[config.mk]
export PLATFORM = sky130hd
export DESIGN_NAME = dmem_access_ctrl
export DESIGN_NICKNAME = d
export VERILOG_FILES = /design/src/rtl/dmem_pkg.sv /design/src/rtl/dmem_lane_unit.sv /design/src/rtl/dmem_access_ctrl.sv
export SDC_FILE = /design/constraint.sdc
export NUM_CORES = 1
export LEC_CHECK = 0
export BUFFER_PORTS_ARGS = -buffer_cell sky130_fd_sc_hd__buf_2
export CORE_ASPECT_RATIO = 1.75
export CORE_MARGIN = 8
export CORE_UTILIZATION = 46
export DETAILED_ROUTE_END_ITERATION = 12
export PLACE_DENSITY = 0.83
export SETUP_SLACK_MARGIN = 0.05
export SYNTH_ARGS = -nofsm -noshare
export SYNTH_HDL_FRONTEND = slang
export SYNTH_SLANG_ARGS = --single-unit
export TNS_END_PERCENT = 100
[constraint.sdc]
create_clock -name clk -period 3.06 [get_ports clk]
set_input_delay 0.306 -clock clk [delete_from_list [all_inputs] [get_ports clk]]
set_output_delay 0.306 -clock clk [all_outputs]
set_load 0.005 [all_outputs]
[src/rtl/dmem_pkg.sv]
// Shared types, funct3 encodings and access-legality helpers for the data-memory
// access controller.
package dmem_pkg;

    typedef enum logic [1:0] {IDLE, READ, WRITE, DONE} dmem_state_e;
    typedef enum logic {OWN_CORE, OWN_DBG} dmem_owner_e;

    localparam logic [2:0] F3_B  = 3'b000;
    localparam logic [2:0] F3_H  = 3'b001;
    localparam logic [2:0] F3_W  = 3'b010;
    localparam logic [2:0] F3_BU = 3'b100;
    localparam logic [2:0] F3_HU = 3'b101;

    function automatic logic is_misaligned(input logic [2:0] funct3, input logic [1:0] addr_lo);
        case (funct3)
            F3_H, F3_HU: return addr_lo[0];
            F3_W:        return addr_lo != 2'b00;
            default:     return 1'b0;
        endcase
    endfunction

    // Stores only have B/H/W forms; loads reject the three unused codes.
    function automatic logic is_illegal(input logic we, input logic [2:0] funct3);
        if (we)
            return !(funct3 == F3_B || funct3 == F3_H || funct3 == F3_W);
        return funct3 == 3'b011 || funct3 == 3'b110 || funct3 == 3'b111;
    endfunction

endpackage

[src/rtl/dmem_lane_unit.sv]
// Byte/halfword lane logic: load extract with sign/zero extension and the
// store merge used by SB/SH read-modify-write.
module dmem_lane_unit
    import dmem_pkg::*;
(
    input  logic [31:0] rbuf,
    input  logic [31:0] wdata,
    input  logic [2:0]  funct3,
    input  logic [1:0]  addr_lo,
    output logic [31:0] load_data,
    output logic [31:0] merged
);

    logic [7:0]  byte_sel;
    logic [15:0] half_sel;

    // NOTE: every always_comb output is assigned a default first, so no path infers a latch.
    always_comb begin
        byte_sel = rbuf[7:0];
        case (addr_lo)
            2'd0: byte_sel = rbuf[7:0];
            2'd1: byte_sel = rbuf[15:8];
            2'd2: byte_sel = rbuf[23:16];
            2'd3: byte_sel = rbuf[31:24];
            default: byte_sel = rbuf[7:0];
        endcase
        half_sel = addr_lo[1] ? rbuf[31:16] : rbuf[15:0];

        load_data = rbuf;
        case (funct3)
            F3_B:  load_data = {{24{byte_sel[7]}}, byte_sel};
            F3_BU: load_data = {24'h0, byte_sel};
            F3_H:  load_data = {{16{half_sel[15]}}, half_sel};
            F3_HU: load_data = {16'h0, half_sel};
            default: load_data = rbuf;
        endcase

        merged = wdata;
        case (funct3)
            F3_B: begin
                merged = rbuf;
                case (addr_lo)
                    2'd0: merged[7:0]   = wdata[7:0];
                    2'd1: merged[15:8]  = wdata[7:0];
                    2'd2: merged[23:16] = wdata[7:0];
                    2'd3: merged[31:24] = wdata[7:0];
                    default: merged[7:0] = wdata[7:0];
                endcase
            end
            F3_H: begin
                merged = rbuf;
                if (addr_lo[1])
                    merged[31:16] = wdata[15:0];
                else
                    merged[15:0] = wdata[15:0];
            end
            default: merged = wdata;
        endcase
    end

endmodule

[src/rtl/dmem_access_ctrl.sv]
// Shares a word-wide data memory between the core MEM stage and a debug port,
// sequencing loads, word stores and byte/half read-modify-write.
module dmem_access_ctrl
    import dmem_pkg::*;
#(
    parameter int DM_ADDRESS   = 9,
    parameter int DATA_W       = 32,
    parameter int STARVE_LIMIT = 8
) (
    input  logic                  clk,
    input  logic                  rst_n,
    input  logic                  core_req,
    input  logic                  core_we,
    input  logic [2:0]            core_funct3,
    input  logic [DM_ADDRESS-1:0] core_addr,
    input  logic [DATA_W-1:0]     core_wdata,
    output logic                  core_stall,
    output logic                  core_done,
    output logic [DATA_W-1:0]     core_rdata,
    output logic                  core_err,
    input  logic                  dbg_req,
    input  logic                  dbg_we,
    input  logic [DM_ADDRESS-1:0] dbg_addr,
    input  logic [DATA_W-1:0]     dbg_wdata,
    output logic                  dbg_done,
    output logic [DATA_W-1:0]     dbg_rdata,
    output logic [31:0]           mem_raddress,
    output logic [31:0]           mem_waddress,
    output logic [DATA_W-1:0]     mem_datain,
    output logic [3:0]            mem_wr,
    input  logic [DATA_W-1:0]     mem_dataout
);

    localparam int CNT_W = $clog2(STARVE_LIMIT + 1);

    dmem_state_e           state;
    dmem_owner_e           owner;
    logic                  we_q;
    logic [2:0]            f3_q;
    logic [DM_ADDRESS-1:0] addr_q;
    logic [DATA_W-1:0]     wdata_q;
    logic [DATA_W-1:0]     rbuf;
    logic                  err_q;
    logic [CNT_W-1:0]      starve_cnt;

    logic                  dbg_grant;
    logic                  sel_we;
    logic [2:0]            sel_f3;
    logic [DM_ADDRESS-1:0] sel_addr;
    logic [DATA_W-1:0]     sel_wdata;
    logic                  sel_err;
    logic [31:0]           load_data;
    logic [31:0]           merged;

    // Debug accesses are always word-wide, so they reuse the SW/LW lane paths.
    assign dbg_grant = dbg_req && (!core_req || starve_cnt == CNT_W'(STARVE_LIMIT));
    assign sel_we    = dbg_grant ? dbg_we : core_we;
    assign sel_f3    = dbg_grant ? F3_W : core_funct3;
    assign sel_addr  = dbg_grant ? (dbg_addr & ~DM_ADDRESS'(3)) : core_addr;
    assign sel_wdata = dbg_grant ? dbg_wdata : core_wdata;
    assign sel_err   = !dbg_grant && (is_illegal(core_we, core_funct3) ||
                                      is_misaligned(core_funct3, core_addr[1:0]));

    // NOTE: sequential state uses non-blocking assignments so every register samples pre-edge values.
    always_ff @(posedge clk or negedge rst_n) begin
        if (!rst_n) begin
            state   <= IDLE;
            owner   <= OWN_CORE;
            we_q    <= 1'b0;
            f3_q    <= 3'b000;
            addr_q  <= '0;
            wdata_q <= '0;
            rbuf    <= '0;
            err_q   <= 1'b0;
        end else begin
            case (state)
                IDLE: begin
                    if (core_req || dbg_req) begin
                        owner   <= dbg_grant ? OWN_DBG : OWN_CORE;
                        we_q    <= sel_we;
                        f3_q    <= sel_f3;
                        addr_q  <= sel_addr;
                        wdata_q <= sel_wdata;
                        err_q   <= sel_err;
                        if (sel_err)
                            state <= DONE;
                        else if (!sel_we || sel_f3 != F3_W)
                            state <= READ;
                        else
                            state <= WRITE;
                    end
                end
                READ: begin
                    rbuf  <= mem_dataout;
                    state <= we_q ? WRITE : DONE;
                end
                WRITE:   state <= DONE;
                DONE:    state <= IDLE;
                default: state <= IDLE;
            endcase
        end
    end

    // Counts cycles a pending debug request loses; cleared while debug owns the memory.
    always_ff @(posedge clk or negedge rst_n) begin
        if (!rst_n)
            starve_cnt <= '0;
        else if (!dbg_req || (state == IDLE && dbg_grant) || (state != IDLE && owner == OWN_DBG))
            starve_cnt <= '0;
        else if (starve_cnt != CNT_W'(STARVE_LIMIT))
            starve_cnt <= starve_cnt + 1'b1;
    end

    dmem_lane_unit u_lane (
        .rbuf      (rbuf),
        .wdata     (wdata_q),
        .funct3    (f3_q),
        .addr_lo   (addr_q[1:0]),
        .load_data (load_data),
        .merged    (merged)
    );

    assign core_done  = (state == DONE) && (owner == OWN_CORE);
    assign dbg_done   = (state == DONE) && (owner == OWN_DBG);
    assign core_stall = core_req && !core_done;
    assign core_err   = core_done && err_q;
    assign core_rdata = (core_done && !err_q && !we_q) ? load_data : '0;
    assign dbg_rdata  = (dbg_done && !we_q) ? load_data : '0;

    assign mem_raddress = {{(32-DM_ADDRESS){1'b0}}, addr_q[DM_ADDRESS-1:2], 2'b00};
    assign mem_waddress = mem_raddress;
    assign mem_datain   = merged;
    assign mem_wr       = (state == WRITE) ? 4'b1111 : 4'b0000;

endmodule

==> impl_metrics.tcl, run 1 <==
set metrics [dict create \
    crit_fanout 9 \
    worst_slew_pin_slew_ps 745 \
    synth-seq-cells 85 \
    clk_pin_slew_ps 70 \
    synth_mux_area_share_pct 18.5 \
    seq_area_frac_synth_pct 35.8 \
    path_class "flop to primary output" \
    area_growth_pct 22.4 \
    yosys_most_used_dff "dfrtp_1" \
    power_mw 7.45 \
    whs_path_depth 2 \
    nets 1005 \
    clk_latency_ps 350 \
    status "finished, final reports clean" \
    synth_compound_area_share_pct 16.8 \
    dr.pass1.iters 5 \
    synth_area_mm2 0.00594 \
    hold_violations 0 \
    grt_max_degree 62 \
    netSwitchingFraction_pct 45.2 \
    fill_cells 1189 \
    synth-edff-count 0 \
    combPwrFrac_pct 52.3 \
    rows 55 \
    drc 0 \
    synth-simple-area-share_pct 14.6 \
    die-height_um 166 \
    cp-end-kind "primary output" \
    ys.warnings.count 0 \
    synthAdderAreaFrac_pct 1.26 \
    cts_tree "built" \
    synth_top_family_by_area "multiplexers" \
    period_minus_slack_ps 2750 \
    min_period_over_period_pct 89.9 \
    p_clk_share_pct 15.0 \
    finalSetupTns_ps 0 \
    post-cts-setup-buffers 0 \
    num_antenna_cells 0 \
    fmax_ghz 0.364 \
    clockBufferDepth 2 \
    gp_congestion 0.895 \
    wl_mm 20.0 \
    whs_endpoint "rbuf[9]$_DFFE_PN0N_" \
    timing.max_cap.violations 0 \
    numCtsBuffers 9 \
    path_common_cell "nor2_1" \
    gr-total-overflow 0 \
    leakage_nw 3.96 \
    r2r_slack_ps 810 \
    grt_pass1_wl_mm 30.5 \
    root_buffer "clkbuf_16" \
    core-area_mm2 0.0128 \
    skew_ps 9.37 \
    finalMaxSlewViolations 0 \
    hold_class "input port to flop" \
    vdd_drop_max_uv 478 \
    pre_cts_slack_ps 725 \
    internal_power_mw 4.08 \
    hpwl_mm 16.0 \
    fin_ws_ps 310 \
    r2r-end "wdata_q[15]$_DFFE_PN0P_" \
    finalSetupViolations 0 \
    yosys.area.top_type_share_pct 35.8 \
    drive_gt1_share_pct 37.6 \
    cp-start-kind "flop" \
    synthXorXnorAreaFrac_pct 0.295 \
    whs_ps 188 \
    cp.required_ps 2750 \
    critical-path-slowest-cell "or2_0" \
    ys_async_sr_fraction_pct 100 \
    ant_nets 0 \
    worst_r2r_path_depth 7 \
    grtUsageTotal_pct 23.5 \
    cts_htree_levels 3 \
    max_stage_delay_ps 610 \
    rsz0062_at_grt "no" \
    antenna_found_initial 0 \
    synth.distinct_cells 46 \
    io_buffers 238 \
    power_density_mw_per_mm2 1020 \
    path_cells "or2_0 -> nor2_1 -> a221oi_1 -> nor2_1 -> buf_2" \
    yosys-top-cells-area "dfrtp_1, mux2_2, buf_4" \
    initial_utilization_pct 46.4 \
    arrival_ps 2440 \
    wire_per_inst_um 19.1 \
    synth_largest_area_cell "dfrtp_1" \
    die_w_um 102 \
    pin_count 291 \
    clock_sinks 85 \
    via_count 5459 \
    die_area_mm2 0.0169 \
    seqPwrFrac_pct 32.8 \
    synth.avg_cell_area_um2 8.85 \
    drtIter0Drc 254 \
    vias_per_cell 5.19 \
    synth_cells 671 \
    relSlewSlack_pct 50.3 \
    grt_pass1_vias 5665 \
    switching_power_mw 3.37 \
    hp-start "mem_dataout[9]" \
    reg2reg_from "starve_cnt[1]$_DFFE_PN0P_" \
]
==> state kept, by name, indices dropped and copies added, names as in the netlist <==
name,flops
starve_cnt,4
wdata_q,32
f3_q,3
state,2
owner,1
we_q,1
err_q,1
rbuf,32
addr_q,9
==> per-layer routing <==
metal / global-route usage (%) / vias to the layer above / share of wire, %
met1: 24.1 / 2524 / 35
met5: 0 / - / 0
met3: 4.83 / 51 / 7.2
li1: - / 2613 / -
met4: 12.5 / 0 / 4.6
met2: 42.5 / 271 / 53
==> worst max path at each step <==
| stage | start | to | slack [ps] | depth (start not counted) |
|---|---|---|---|---|
| floorplan | state[0]$_DFFE_PN0P_ | core_rdata[21] | 1130 | 5 |
| global placement | f3_q[2]$_DFFE_PN0P_ | mem_datain[25] | 740 | 5 |
| global route | f3_q[0]$_DFFE_PN0P_ | mem_datain[17] | 200 | 5 |
| detailed placement | f3_q[2]$_DFFE_PN0P_ | mem_datain[25] | 730 | 5 |
| CTS | f3_q[2]$_DFFE_PN0P_ | mem_datain[25] | 350 | 5 |
| finish | f3_q[2]$_DFFE_PN0P_ | mem_datain[29] | 310 | 5 |
==> synth_stat cells, types with 2 or more instances <==
library cell	number
a221oi_1	10
dfrtp_1	85
nor3_2	2
a22oi_1	8
buf_1	2
buf_6	5
mux2i_1	49
o21ai_0	46
clkbuf_1	25
buf_4	70
or3_1	2
a22o_1	4
ha_1	6
and2_1	2
buf_2	7
o21ai_1	7
a21oi_1	29
nand3_1	11
nor2b_1	5
nor3b_1	4
o22ai_1	9
and3b_1	2
inv_1	9
nor2_1	47
nand3b_1	3
mux2_2	52
o21a_1	2
a21o_1	32
nand2_1	118
nor4_1	2
==> what timing repair did <==
| action | 4_1_cts | 5_1_grt |
|---|---|---|
| endpoints found under the hold margin | 33 | 0 |
| gates resized for setup | 0 | 0 |
| hold buffers | 1 | 0 |
==> power by group through the flow <==
| stage | combinational (mW) | clock, mW | sequential, mW |
|---|---|---|---|
| 4_1_cts | 3.91 | 1.14 | 2.42 |
| 2_1_floorplan | 2.78 | 0 | 2.05 |
| 6_report | 3.89 | 1.11 | 2.44 |
| 3_5_place_dp | 3.90 | 0 | 2.43 |
| 3_3_place_gp | 3.83 | 0 | 2.42 |
| 5_1_grt | 4.30 | 1.18 | 2.49 |
==> cell usage in the layout (no fill, tap or decap), types with 3 or more instances in the layout <==
master	synthesis	final
dfrtp_1	85	85
o21ai_1	7	7
inv_1	9	9
nand3_1	11	11
buf_2	7	237
nand3b_1	3	3
o21ai_0	46	45
nor2_1	47	46
a22o_1	4	4
a22oi_1	8	8
nor3b_1	4	4
conb_1	1	50
a21oi_1	29	29
o22ai_1	9	9
ha_1	6	6
buf_4	70	15
a221oi_1	10	10
mux2i_1	49	49
nor2b_1	5	5
a21o_1	32	32
nand2_1	118	118
mux2_2	52	52
clkbuf_16	0	9
==> cell families (layout without fill, tap and decap cells) <==
kind of cell | Yosys count | count (layout)
muxes | 102 | 102
xor gates and xnor gates | 2 | 2
adders and majority gates | 6 | 6
buffers and inverters | 118 | 279
other | 1 | 50
AOI/OAI and AO/OA | 154 | 154
DFF | 85 | 85
and+or+nand+nor | 203 | 203
==> through the flow <==
step	cells	utilization, %	area (µm²)
after floorplan	720	-	6120
after global placement	1035	54.4	6960
after detailed placement	1035	54.4	6960
after CTS	1052	56.8	7270
after global routing	1052	56.8	7270
final	1052	56.8	7270
==> worst max-delay path: cells and delay by family, from the launching register on <==
kind	cells	cell delay, ps
flip-flops	1	420
AO/OA/AOI/OAI	1	540
AND/OR/NAND/NOR	3	990
buffers and inverters	1	150
==> final cells by class <==
type	instances	area, µm²	area share [%]
multi-input combinational	517	3260	44.9
sequential	85	2130	29.3
timing repair buffer	254	1330	18.3
clock buffer	11	243	3.34
tap	171	214	2.94
clock inverter	5	60.1	0.826
inverter	9	33.8	0.465
(Power assumes the default switching activity.)
==> inputs of run 2 (changes only) <==
Settings changed: BUFFER_PORTS_ARGS -buffer_cell sky130_fd_sc_hd__buf_2 to -buffer_cell sky130_fd_sc_hd__buf_4, PLACE_DENSITY 0.83 to 0.82, RECOVER_POWER from default to 50, SYNTH_HIERARCHICAL from default to 1.
==> run 2 against run 1 <==
  * The flow now finishes with violations (capacitance limit, slew limit)
  * Worst hold slack is essentially flat
  * Synthesized cell count shrank 0.60%
  * Critical path type unchanged
  * Synthesized area up 2.9%
  * Maximum frequency down 1.4%
  * Clock skew fell by 3.2 ps
==> impl_metrics.tcl, run 2 <==
set metrics [dict create \
    status "finished with violations" \
    violations "capacitance limit, slew limit" \
    grtUsageTotal_pct 22.8 \
    cts_htree_levels 3 \
    vdd_drop_max_uv 494 \
    clockBufferDepth 2 \
    worst_r2r_path_depth 7 \
    hpwl_mm 16.6 \
    cp_num_buf_inv 1 \
    cts_tree "built" \
    clk_pin_slew_ps 70 \
    timing.max_cap.violations 2 \
    via_count 5577 \
    grt_pass1_vias 5583 \
    gr-total-overflow 0 \
    finalMaxSlewViolations 120 \
    yosys_most_used_dff "dfrtp_1" \
    core-area_mm2 0.0129 \
    synth.distinct_cells 53 \
    numCtsBuffers 9 \
    skew_ps 6.13 \
    synth_area_mm2 0.00611 \
    path_cells "mux4_2 -> a2bb2oi_2 -> nand2_1 -> and3_1 -> buf_4" \
    synth_cells 667 \
    drc 0 \
    hp-start "mem_dataout[19]" \
    synth_largest_area_cell "dfrtp_1" \
    reg2reg_from "starve_cnt[0]$_DFFE_PN0P_" \
    synth-seq-cells 85 \
    cp-end-kind "primary output" \
    power_mw 7.96 \
    drtIter0Drc 355 \
    cts_resized 0 \
    root_buffer "clkbuf_16" \
    yosys-top-cells-count "nand2_1, dfrtp_1, buf_4" \
    critical-path-slowest-cell "mux4_2" \
    final_cells 1034 \
    max_stage_delay_ps 560 \
    die-height_um 168 \
    multi_input_area_mm2 0.00335 \
    ys.warnings.count 6 \
    initial_utilization_pct 47.2 \
    antenna_found_initial 1 \
    final_cell_mix "buf_4, nand2_1, dfrtp_1" \
    r2r-end "wdata_q[13]$_DFFE_PN0P_" \
    arrival_ps 2480 \
    gp_congestion 0.948 \
    drive_gt1_share_pct 35.2 \
    seqCellArea_mm2 0.00213 \
    finalSetupViolations 0 \
    fill_cells 1165 \
    synth-edff-count 0 \
    mostFrequentLayoutCell "buf_4" \
    grt_max_degree 86 \
    vias_per_cell 5.39 \
    dp.cells 1017 \
    io_buffers 238 \
    ys_async_sr_fraction_pct 100 \
    area_growth_pct 29.2 \
    period_minus_slack_ps 2790 \
    die_w_um 103 \
    fmax_ghz 0.359 \
    cp-start-kind "flop" \
    ant_nets 0 \
    whs_path_depth 2 \
    min_period_over_period_pct 91.1 \
    nets 986 \
    leakage_nw 4.04 \
    clock_sinks 85 \
    pin_count 291 \
    wire_per_inst_um 19.8 \
    dr.pass1.iters 7 \
    synth.avg_cell_area_um2 9.16 \
    r2r_slack_ps 330 \
    synth.most_common_cell "nand2_1" \
    finalSetupTns_ps 0 \
    crit_fanout 16 \
    critPathTopFamily "multiplexers" \
    top_regs "rbuf (32), wdata_q (32), addr_q (9)" \
    worst_slew_pin_slew_ps 2120 \
    rsz0062_at_grt "no" \
    rows 55 \
    cp.required_ps 2750 \
    cts_hold_buffers 0 \
    grt_pass1_wl_mm 30.2 \
    power_density_mw_per_mm2 1010 \
    wl_mm 20.5 \
    relSlewSlack_pct -41.2 \
    die_area_mm2 0.0174 \
    seq_area_frac_synth_pct 34.8 \
    hold_violations 0 \
    path_class "flop to primary output" \
    clk_latency_ps 340 \
    yosys.area.top_type_share_pct 34.8 \
    hold_class "input port to flop" \
    whs_endpoint "rbuf[19]$_DFFE_PN0N_" \
    post-cts-setup-buffers 0 \
    yosys-top-cells-area "dfrtp_1, buf_4, mux2i_1" \
]
[run 2: cell types whose count changed in the layout (fill, tap and decap cells not counted), moves of 31 or more]
cell     delta
and2_1     +33
nor2_1     -31
buf_4     +211
buf_2     -237
and3_1     +40
a221o_1    +31
[run 2: metrics by stage]
stage	hold slack [ps]	utilization [%]	area (µm²)	worst slack [ps]
3_5_place_dp	475	58.8	7600	492
2_1_floorplan	10.4	-	6290	1100
5_1_grt	187	61.0	7900	88.3
3_3_place_gp	468	58.8	7600	499
6_report	189	61.0	7900	272
4_1_cts	182	61.1	7910	114
[run 2: metal layers]
| layer | routed length (µm) | track usage (%) | vias up | share of wire (%) |
|---|---|---|---|---|
| li1 | - | - | 2612 | - |
| met1 | 6900 | 23.1 | 2627 | 34 |
| met2 | 10500 | 40.3 | 285 | 52 |
| met3 | 1900 | 5.55 | 53 | 9.3 |
| met4 | 1120 | 13.6 | 0 | 5.5 |
| met5 | 0 | 0 | - | 0 |
[run 2: final cells by class]
cell class | instances | area share (%)
clock inverters | 5 | 0.761
inverters | 9 | 0.428
repair buffers | 248 | 23.6
well taps | 171 | 2.71
multi-input cells | 504 | 42.4
flip-flops and latches | 85 | 26.9
clock buffers | 11 | 3.07
diodes | 1 | 0.0317
[run 2: power by group]
part / internal (mW) / switching [mW] / total (mW)
logic: 2.22 / 2.20 / 4.43
registers: 1.67 / 0.760 / 2.43
clock network: 0.656 / 0.449 / 1.11
[run 2: cells by family after synthesis]
logic type	Yosys count	synth area share [%]
buf+inv	127	13.5
other cells	1	0.0614
xor+xnor	3	0.430
flops	85	34.8
compound gates	123	15.0
mux	89	15.6
fa+ha+maj	6	1.23
simple gates	233	19.4
[run 2: how the worst max path moves through the flow]
stage,startpoint,to,slack (ps),cells after the start
3_5_place_dp,f3_q[0]$_DFFE_PN0P_,mem_datain[29],490,4
3_3_place_gp,f3_q[0]$_DFFE_PN0P_,mem_datain[31],500,4
6_report,addr_q[1]$_DFFE_PN0P_,dbg_rdata[24],270,5
4_1_cts,f3_q[0]$_DFFE_PN0P_,mem_datain[29],110,4
2_1_floorplan,addr_q[1]$_DFFE_PN0P_,dbg_rdata[10],1100,6
5_1_grt,addr_q[1]$_DFFE_PN0P_,dbg_rdata[24],90,6
